===== src/rtl/bin_cnt_pkg.sv =====
// Shared types and defaults for the binary counter and its sequencer.
package bin_cnt_pkg;

    localparam int unsigned CNT_W_DEFAULT = 5;

    typedef enum logic [1:0] {
        IDLE = 2'd0,
        LOAD = 2'd1,
        RUN  = 2'd2,
        DONE = 2'd3
    } cnt_seq_state_t;

endpackage


===== src/rtl/bin_cnt_dist.sv =====
// Mod-2^N remaining distance from counter value to end value, plus end-match flag.
module bin_cnt_dist
    import bin_cnt_pkg::*;
#(
    parameter int unsigned N = CNT_W_DEFAULT
) (
    input  logic [N-1:0] q,
    input  logic [N-1:0] end_val,
    input  logic         up,
    output logic         match_c
);

    logic [N-1:0] remaining;

    // Steps still to go in the counting direction; zero means the counter sits on end_val.
    always_comb begin
        remaining = up ? N'(end_val - q) : N'(q - end_val);
        match_c   = (remaining == '0);
    end

endmodule


===== src/rtl/bin_cnt_seq_ctrl.sv =====
// Job sequencer for universal_bin_cnt: load start value, count to end value, stop.
// Optional build macro BIN_CNT_SEQ_AUTO_RELOAD_EN adds cmd_loop for continuous reload.
module bin_cnt_seq_ctrl
    import bin_cnt_pkg::*;
#(
    parameter int unsigned N = CNT_W_DEFAULT
) (
    input  logic         clk,
    input  logic         rst,
    input  logic         cmd_valid,
    output logic         cmd_ready,
    input  logic [N-1:0] cmd_start,
    input  logic [N-1:0] cmd_end,
    input  logic         cmd_up,
`ifdef BIN_CNT_SEQ_AUTO_RELOAD_EN
    input  logic         cmd_loop,
`endif
    input  logic         hold,
    input  logic         abort,
    output logic         cnt_syn_clr,
    output logic         cnt_load,
    output logic         cnt_en,
    output logic         cnt_up,
    output logic [N-1:0] cnt_d,
    input  logic [N-1:0] cnt_q,
    output logic         busy,
    output logic         done,
    output logic         aborted
);

    cnt_seq_state_t state_q, state_d;
    logic [N-1:0]   start_q, start_d;
    logic [N-1:0]   end_q, end_d;
    logic           up_q, up_d;
    logic           aborted_q, aborted_d;
`ifdef BIN_CNT_SEQ_AUTO_RELOAD_EN
    logic           loop_q, loop_d;
    logic           loop_done_q, loop_done_d;
`endif
    logic           match_c;

    bin_cnt_dist #(.N(N)) u_dist (
        .q       (cnt_q),
        .end_val (end_q),
        .up      (up_q),
        .match_c (match_c)
    );

    // State and job registers; synchronous reset returns to an empty IDLE.
    always_ff @(posedge clk) begin
        if (rst) begin
            state_q     <= IDLE;
            start_q     <= '0;
            end_q       <= '0;
            up_q        <= 1'b0;
            aborted_q   <= 1'b0;
`ifdef BIN_CNT_SEQ_AUTO_RELOAD_EN
            loop_q      <= 1'b0;
            loop_done_q <= 1'b0;
`endif
        end else begin
            state_q     <= state_d;
            start_q     <= start_d;
            end_q       <= end_d;
            up_q        <= up_d;
            aborted_q   <= aborted_d;
`ifdef BIN_CNT_SEQ_AUTO_RELOAD_EN
            loop_q      <= loop_d;
            loop_done_q <= loop_done_d;
`endif
        end
    end

    // Next-state and output decode; everything is forced low while rst is high.
    always_comb begin
        state_d     = state_q;
        start_d     = start_q;
        end_d       = end_q;
        up_d        = up_q;
        aborted_d   = 1'b0;
`ifdef BIN_CNT_SEQ_AUTO_RELOAD_EN
        loop_d      = loop_q;
        loop_done_d = 1'b0;
`endif
        cmd_ready   = 1'b0;
        cnt_syn_clr = 1'b0;
        cnt_load    = 1'b0;
        cnt_en      = 1'b0;
        cnt_up      = 1'b0;
        cnt_d       = '0;
        busy        = 1'b0;
        done        = 1'b0;
        aborted     = 1'b0;

        if (!rst) begin
            busy    = (state_q != IDLE);
            aborted = aborted_q;
`ifdef BIN_CNT_SEQ_AUTO_RELOAD_EN
            done    = loop_done_q;
`endif
            unique case (state_q)
                IDLE: begin
                    cmd_ready = 1'b1;
                    if (cmd_valid) begin
                        start_d = cmd_start;
                        end_d   = cmd_end;
                        up_d    = cmd_up;
`ifdef BIN_CNT_SEQ_AUTO_RELOAD_EN
                        loop_d  = cmd_loop;
`endif
                        state_d = LOAD;
                    end
                end
                LOAD: begin
                    cnt_load = 1'b1;
                    cnt_d    = start_q;
                    cnt_up   = up_q;
                    state_d  = RUN;
                end
                RUN: begin
                    cnt_up = up_q;
                    cnt_en = ~hold & ~match_c;
                    if (match_c) begin
`ifdef BIN_CNT_SEQ_AUTO_RELOAD_EN
                        if (loop_q) begin
                            state_d     = LOAD;
                            loop_done_d = 1'b1;
                        end else begin
                            state_d = DONE;
                        end
`else
                        state_d = DONE;
`endif
                    end
                end
                DONE: begin
                    done    = 1'b1;
                    state_d = IDLE;
                end
                default: state_d = IDLE;
            endcase

            // Abort wins over hold, load and end-match; clears the counter and reports once.
            if (abort && busy) begin
                cnt_syn_clr = 1'b1;
                cnt_en      = 1'b0;
                cnt_load    = 1'b0;
                done        = 1'b0;
                state_d     = IDLE;
                aborted_d   = 1'b1;
`ifdef BIN_CNT_SEQ_AUTO_RELOAD_EN
                loop_done_d = 1'b0;
`endif
            end
        end
    end

endmodule


===== config.mk =====
export PLATFORM = sky130hd
export DESIGN_NAME = bin_cnt_seq_ctrl
export DESIGN_NICKNAME = d
export VERILOG_FILES = /design/src/rtl/bin_cnt_pkg.sv /design/src/rtl/bin_cnt_dist.sv /design/src/rtl/bin_cnt_seq_ctrl.sv
export SDC_FILE = /design/constraint.sdc
export NUM_CORES = 1
export LEC_CHECK = 0
export CAP_MARGIN = 10
export CORE_MARGIN = 2
export CORE_UTILIZATION = 41
export CTS_CLUSTER_DIAMETER = 40
export DETAILED_ROUTE_END_ITERATION = 8
export GPL_TIMING_DRIVEN = 0
export HOLD_SLACK_MARGIN = 0.12
export PLACE_DENSITY = 0.71
export SETUP_SLACK_MARGIN = 0.05
export SLEW_MARGIN = 20
export SYNTH_ARGS = -nofsm -noshare
export SYNTH_HDL_FRONTEND = slang
export SYNTH_SLANG_ARGS = --single-unit

===== constraint.sdc =====
create_clock -name clk -period 4.05 [get_ports clk]
set_clock_uncertainty 0.05 [all_clocks]
set_input_delay 0.81 -clock clk [delete_from_list [all_inputs] [get_ports clk]]
set_output_delay 0.81 -clock clk [all_outputs]
set_load 0.05 [all_outputs]

* Word level (Yosys, flattened, before mapping)
Cells that the tools add are included.
** Word-level totals
- Bits in registers :: 14
- Input port bits :: 21
- Output and inout port bits :: 13
- Logic and storage cells :: 46
** Operators by class
- Add/sub/neg operators :: 2
- Equal/unequal tests :: 5
- Multiplexer cells :: 23
- Bitwise gates (word level) :: 3
- Reductions and logical operators :: 8
** Operator list (count)
- 1-bit two-way mux :: 17
- 5-bit two-way mux :: 3
- 5-bit subtractor :: 2
- 2-bit one-hot mux with 4 select lines :: 1
- 5-bit logical NOT :: 1
- 2-bit == test, second input constant :: 2
- 2-bit two-way mux :: 2
- 2-bit inequality test, second input constant :: 2
- 2-bit AND reduction :: 2
- 2-bit OR reduction :: 2
- 2-bit by 1-bit == test with 1-bit output, second input constant :: 1
- 2-bit logical NOT :: 1
- 1-bit inverter :: 2
- 2-bit nonzero test :: 1
- 1-bit bitwise AND :: 1
- 1-bit logical AND :: 1

* Depth between registers and ports, before layout
- Depth after elaboration :: 8
- Mapped depth :: 10

* Modules after synthesis
From an unflattened synthesis, not the netlist that was laid out.
** Second synthesis, totals
- Cell total of the unflattened synthesis :: 129
- Area, all modules :: 1082.3 um^2
** Modules (own cells, without submodules)
- bin_cnt_seq_ctrl :: times used 1, cells each 86, area each 738.2 um^2, sequential area each 280.3 um^2
- bin_cnt_dist :: times used 1, cells each 43, area each 344.1 um^2, sequential area each 0.0 um^2

* Worst setup path after synthesis
No wires, ideal clock.
- Kind :: input port to output port
- From :: input port cnt_q[0]
- To :: output port cnt_en
- Data arrival time :: 3.577 ns
- Required time :: 3.190 ns
- Setup slack :: -0.387 ns
- Stages :: 9
- Path buffers :: 0
- Cells stage by stage :: ha_1 -> inv_1 -> fa_1 -> nand3_1 -> and4b_1 -> a21oi_2 -> xnor2_1 -> nor3_2 -> nor4b_1
** Between the ends
- Longest elaborated chain between the ends :: 8
** RTL lines
- start: declaration :: RTL line bin_cnt_seq_ctrl.sv:25 : input logic [N-1:0] cnt_q,
- 5-bit subtractor :: RTL line bin_cnt_dist.sv:17 : remaining = up ? N'(end_val - q) : N'(q - end_val);
- 5-bit two-way mux * :: RTL line bin_cnt_dist.sv:17
- 5-bit logical NOT * :: RTL line bin_cnt_dist.sv:18 : match_c = (remaining == '0);
- 1-bit inverter * :: RTL line bin_cnt_seq_ctrl.sv:122 : cnt_en = ~hold & ~match_c;
- 1-bit bitwise AND * :: RTL line bin_cnt_seq_ctrl.sv:122
- 1-bit two-way mux * :: RTL line bin_cnt_seq_ctrl.sv:101 : unique case (state_q)
- 1-bit two-way mux * :: RTL line bin_cnt_seq_ctrl.sv:144 : if (abort && busy) begin
- 1-bit two-way mux * :: RTL line bin_cnt_seq_ctrl.sv:95 : if (!rst) begin
- end: declaration :: RTL line bin_cnt_seq_ctrl.sv:22 : output logic cnt_en,
Mark *: on every way between the ends. The rest lies on a longest branch, timed or not.

* Worst setup path in the final report
- From :: input port cnt_q[1]
- To :: output port cnt_en
The elaborated chain is that of the path after synthesis.

==> run summary <==
Pre-CTS WS - -0.423 ns
Worst Hold Launch - start_q[2]
RSZ-0062 raised after global routing - false
Crit end category - output pin
CP Class - in2out
Cells after synthesis - 130
Initial antenna violation count - 0
Type of origin of the critical path - primary input
Netlist cell types - 27
Pwr Density - 425 nW/µm²
Ys flop type - dfxtp_1
# rows - 17
Root Driver - clkbuf_4
Largest net degree at the start of global routing - 11
Detailed Route Iter0 Violations - 7
Drt wl/cell - 12.1 µm
Multi-input logic area - 654 µm²
Die W - 53.3 µm
Fillers - 210
Most frequent cells in the layout - clkdlybuf4s50_1, nand2_1, inv_1
Nets - 203
Via density - 4.97
Drt total wl - 2360 µm
Cells along the critical path - clkdlybuf4s50_1, inv_1, ha_1, nor2b_1, o21ai_0, a32oi_1, xor2_1, nor3_2, nor4b_2, buf_4
FF+latch area - 280 µm²
Inst Count DP - 190
WHS Endpoint - start_q[2]
Final Slew Violations - 0
Fmax - 262 MHz
Pre-antenna DRT Iters - 4
Register-to-Register Path Depth - 11
Worst Path Buf+Inv - 3
First-pass GRT wire length - 3750 µm
R2R Setup Slk - 1.87 ns
Layout Area Growth over Synthesis - 40.7%
Die ar. - 2840 µm²
Vias - 969
Hold Path Class - reg2reg
Largest area contributor in the netlist - dfxtp_1
Leak pwr - 0.567 nW
Final WS setup - 0.236 ns
Vert. Die Dim - 53.3 µm
Tmin final - 3.81 ns
Worst-path cell with the longest stage delay - clkdlybuf4s50_1
CTS tree - yes
RR Endpoint - state_q[1]
Share of the synthesized area in the top cell type - 0.281
Synth area leaders - dfxtp_1, ha_1, nand2_1, a21oi_1, and2_1
Design area - 1400 µm²
Vias in the first global route - 905
Post-synth net total - 165
Status - completed
Tcrit/Tclk final - 0.942
CORE AREA - 2250 µm²
Worst slew margin - 0.656
Number of cells on the worst hold path - 2
Share of the yosys chip area belonging to registers - 0.281
CP top delay family - buffers and inverters
Initial Util - 0.442
Layout cells sized above 1 - 0.0659
Synth Register Bits - 14
Post-synth ARST share - 0
Yosys warns - 0
Placer Congestion - 0.754
Post-route ant nets - 0
Num CTS Buffers - 3
R2R Path Start - end_q[0]
EDFF count, synth - 0
Placed instance area - 1360 µm²
Final Hold Fails - 0
Worst IR Drop VDD - 0.336 mV
Worst endpoint data arrival time - 2.95 ns
Clock sink count - 14
Clock transition at the registers of the reported paths - 0.08 ns
Cell area after synthesis - 997 µm²
Total GRT Usage - 0.175
Commonest non-fill, non-tap cell in the layout - clkdlybuf4s50_1
Max-cap violations - 0
PortBufs - 32
Clock buffer depth - 2
Clk_lat worst skew - 0.28 ns
Crit-path max FO - 3
Worst path required time - 3.19 ns
Syn Area/Cell - 7.67 µm²
Top Ports - 34
H-tree depth - 1
Slowest Stage Delay on Critical Path - 0.53 ns
Setup Viol. Count Final - 0
Remaining DRCs - 0
Finished Layout Cells - 195
Number of diodes - 0
Total power draw - 0.597 mW
Grt total ovfl - 0
Worst slew pin tran - 0.515 ns
Detailed Place HPWL - 1830 µm
worst max-delay path by stage:
stage | startpoint | to | slack (ns) | cells after the start
5_1_grt | cnt_q[1] | cnt_en | 0.06 | 10
4_1_cts | cnt_q[1] | cnt_en | 0.11 | 10
2_1_floorplan | cnt_q[0] | cnt_en | 0.31 | 9
6_report | cnt_q[1] | cnt_en | 0.24 | 10
3_5_place_dp | cnt_q[1] | cnt_en | -0.42 | 10
3_3_place_gp | cnt_q[0] | cnt_en | -0.40 | 11
cell type report:
class / count / area share
plain buffers: 4 / 0.0107
clock buffers: 4 / 0.0259
inverters: 15 / 0.0401
multi-input cells: 97 / 0.467
flip-flops and latches: 14 / 0.200
well taps: 28 / 0.0250
repair buffers: 33 / 0.232
through the flow:
step | hold WS [ns] | TNS [ns] | utilization
floorplan | 0.382 | 0 | -
global placement | 0.390 | -0.401 | 0.603
detailed placement | 0.396 | -0.423 | 0.603
CTS | 0.409 | 0 | 0.617
global route | 0.431 | 0 | 0.622
finish | 0.408 | 0 | 0.622
cell families after synthesis:
family                   Yosys count  share of synthesized area
AND/OR/NAND/NOR                   53                      0.263
AO/OA/AOI/OAI                     24                      0.139
buffers and inverters             19                     0.0715
adder cells (fa/ha/maj)           14                      0.191
flip-flops                        14                      0.281
XOR/XNOR                           5                     0.0439
multiplexers                       1                     0.0100
repair_timing:
item,CTS,global route
hold buffers,0,0
resized for setup,6,3
pin swaps,0,2
buffers inserted,0,1
setup endpoints to repair,1,1
Yosys cell counts (3+ instances only):
master     n
a21oi_1   13
xor2_1     4
ha_1      12
nor2_1     5
clkbuf_1   3
nand2_1   25
inv_1     15
dfxtp_1   14
and2_1     9
o21ai_0    6
nor2b_1    5
sequential cells by signal (all words and copies together), names as in the netlist:
signal	count
start_q	5
state_q	2
end_q	5
up_q	1
aborted_q	1
layer usage:
layer | GRT usage | part of all wire | up-vias | wire (µm)
li1 | - | - | 495 | -
met1 | 0.207 | 0.42 | 439 | 1000
met2 | 0.323 | 0.52 | 30 | 1220
met3 | 0.0282 | 0.048 | 5 | 114
met4 | 0.0385 | 0.0089 | 0 | 21
met5 | 0 | 0 | - | 0
where the power goes:
group	switching, mW	internal [mW]
registers	0.0220	0.165
clock network	0.0470	0.0547
logic	0.183	0.125
worst min-delay path, cell delays in order, from the launching register on:
cell	delay, ns
dfxtp_1	0.32
nand2_1	0.05
a21oi_1	0.05
Power figures use the tool's default switching activity.
==> edit, RTL diff (same settings) <==
Register the output `cnt_d`, with the module's reset; this adds one clock of latency there. The other outputs are not delayed to match.
--- a/src/rtl/bin_cnt_seq_ctrl.sv
+++ b/src/rtl/bin_cnt_seq_ctrl.sv
@@ -28,4 +28,6 @@
     output logic         aborted
 );
+
+    logic [N-1:0] cnt_d_d;
 
     cnt_seq_state_t state_q, state_d;
@@ -88,5 +90,5 @@
         cnt_en      = 1'b0;
         cnt_up      = 1'b0;
-        cnt_d       = '0;
+        cnt_d_d     = '0;
         busy        = 1'b0;
         done        = 1'b0;
@@ -114,5 +116,5 @@
                 LOAD: begin
                     cnt_load = 1'b1;
-                    cnt_d    = start_q;
+                    cnt_d_d  = start_q;
                     cnt_up   = up_q;
                     state_d  = RUN;
@@ -156,4 +158,12 @@
     end
 
+    always_ff @(posedge clk) begin
+        if (rst) begin
+            cnt_d <= '0;
+        end else begin
+            cnt_d <= cnt_d_d;
+        end
+    end
+
 endmodule
 
Behaviour: not the same (a bounded check fails within 4 cycles, from zero or initial values and one cycle with rst high).
==> edit against the original RTL <==
Synthesized cell count grew 4.6%; global-route usage shrank 1.9 points; total power grew 7.5%; routed wire length shrank 0.64%; sequential cell count grew 5; cell area grew 6.2%; area after synthesis grew 10%; setup slack lost 69 ps.
==> edit: results (changes against the original RTL) <==
Parameter                              Value

Run status
  Run status ... finished, final reports clean

Finish
  Largest registers ranked by flip-flop count ... cnt_d (5), end_q (5), start_q (5)
  Final #Nets ... 208 (+2.5%)
  Antenna cells ... 0 (unchanged)
  Fraction of final layout cells with drive strength greater than 1 ... 0.0523 (-0.0135)

Critical path
  Worst endpoint data arrival time ... 3020 ps (+70 ps)
  Number of cells on the worst reg-to-reg path ... 10 (-1)
  Max FO, Critical Path ... 3 (unchanged)
  Category of cells accounting for the largest share of critical-path delay ... buffers and inverters
  Delay of the slowest cell on the worst path ... 490 ps (-40 ps)
  Standard cell with the maximum stage delay on the critical path ... clkdlybuf4s50_1

Route
  Detailed-routing iteration count for the pre-antenna-repair pass ... 3 (-1)
  Via count ... 996 (+2.8%)
  DRC marker count from the first detailed-route iteration ... 9 (+2)
  Final Routed Wirelength ... 2340 um (-0.64%)
  Average routed wire per standard cell ... 11.6 um (-4.1%)

Placed design
  Post-Place Worst Slack ... -433 ps (-9.76 ps)
  Gp weighted congestion ... 0.777 (+3.1%)
  Half-perimeter wire length of the detailed placement result ... 1840 um (+0.63%)
  Number of port buffers ... 32 (unchanged)
  Post-place instance area ... 1460 um2 (+7.6%)

Timing
  Worst relative slew slack ... 0.665 (+0.00909)
  Number of max-slew violations in the final report ... 0 (unchanged)

Clock tree
  Setup fix buffers added after clock tree synthesis ... 0 (unchanged)
  Post-CTS clock slew at the launch and capture registers of the worst setup and hold paths ... 100 ps (+20 ps)
  H-tree depth ... 1 (unchanged)
  Clock root cell ... clkbuf_4
  Number of clock buffers inserted by TritonCTS ... 3 (unchanged)
  Bufs on Longest Clock Path ... 2 (unchanged)
  Worst-skew pair later-pin latency ... 300 ps (+20 ps)

Pwr
  Peak supply drop ... 350 uV (+4.0%)
  Leakage Power ... 0.609 nW (+7.5%)
  Switching portion of total power ... 0.415 (-0.00713)

Yosys
  Synthesized instance count ... 136 (+4.6%)
  Net count of the mapped netlist ... 171 (+3.6%)
  Top FF cell, synth ... dfxtp_1
  Register area share after synthesis ... 0.346 (+0.0652)
  Top post-synthesis cells by count ... nand2_1 (26), dfxtp_1 (19), inv_1 (15)
  Number of distinct library cells after synthesis ... 27 (unchanged)
  Number of flops mapped to enable cells by yosys ... 0 (unchanged)
  Async set-or-reset flop fraction in the synthesized netlist ... 0 (unchanged)
  Leading post-synthesis cells by cell area ... dfxtp_1 (35%), ha_1 (14%), nand2_1 (8.9%)
  Total of warnings raised by yosys ... 0 (unchanged)

GRT
  Wire length of the first global-routing pass ... 3860 um (+3.0%)
  Antenna violations before repair ... 0 (unchanged)
  Pin count of the biggest net entering global routing ... 12 (+1)
  Number of global-route vias before repair ... 958 (+5.9%)
  Overall Global Routing Usage ... 0.156 (-0.0188)

Hold path
  Tightest Hold Check Type ... flop to flop
  Number of cells on the worst hold path ... 2 (unchanged)
[edit: changes by cell type after synthesis]
cell	before	now
and2_1	9	8
dfxtp_1	14	19
nand2_1	25	26
nor2_1	5	6
[edit: logic make-up (layout without fill, tap and decap cells)]
group,after synthesis,after routing,share of synthesized area
compound gates,24,24,0.126
xor+xnor,5,5,0.0399
fa+ha+maj,14,14,0.173
buf+inv,19,55,0.0649
flops,19,19,0.346
mux,1,1,0.00911
simple gates,54,54,0.240
[edit: final timing paths]
| path | to | slack [ps] | start |
|---|---|---|---|
| setup / recovery | cnt_en | 170 | cnt_q[0] |
| hold / removal | start_q[0] | 410 | start_q[0] |
| setup reg to reg | state_q[1] | 1890 | end_q[0] |
| hold reg to reg | start_q[0] | 410 | start_q[0] |
[edit: cell type report]
type | count | area (um2)
clock buffers | 3 | 22.5
multi-input cells | 98 | 653
well taps | 30 | 37.5
inverters | 15 | 56.3
fillers | 240 | 1010
flip-flops and latches | 19 | 380
plain buffers | 4 | 15.0
clock inverters | 1 | 5.00
repair buffers | 32 | 320
[edit: routing by layer]
layer | up-vias | wire [um] | track usage
met5 | - | 0 | 0
met4 | 0 | 54 | 0.0836
met3 | 5 | 84 | 0.0279
met2 | 20 | 1160 | 0.281
met1 | 458 | 1040 | 0.172
li1 | 513 | - | -
[edit: power by group through the flow]
stage / sequential, mW / combinational (mW) / clock (mW)
after CTS: 0.239 / 0.308 / 0.0982
after detailed placement: 0.243 / 0.307 / 0
after global routing: 0.243 / 0.339 / 0.108
final: 0.238 / 0.307 / 0.0960
after global placement: 0.241 / 0.299 / 0
after floorplan: 0.243 / 0.213 / 0
[edit: timing repair]
action | 4_1_cts | 5_1_grt
cloned | 0 | 0
pin swaps | 1 | 3
gates resized for setup | 6 | 3
setup endpoints to repair | 1 | 1
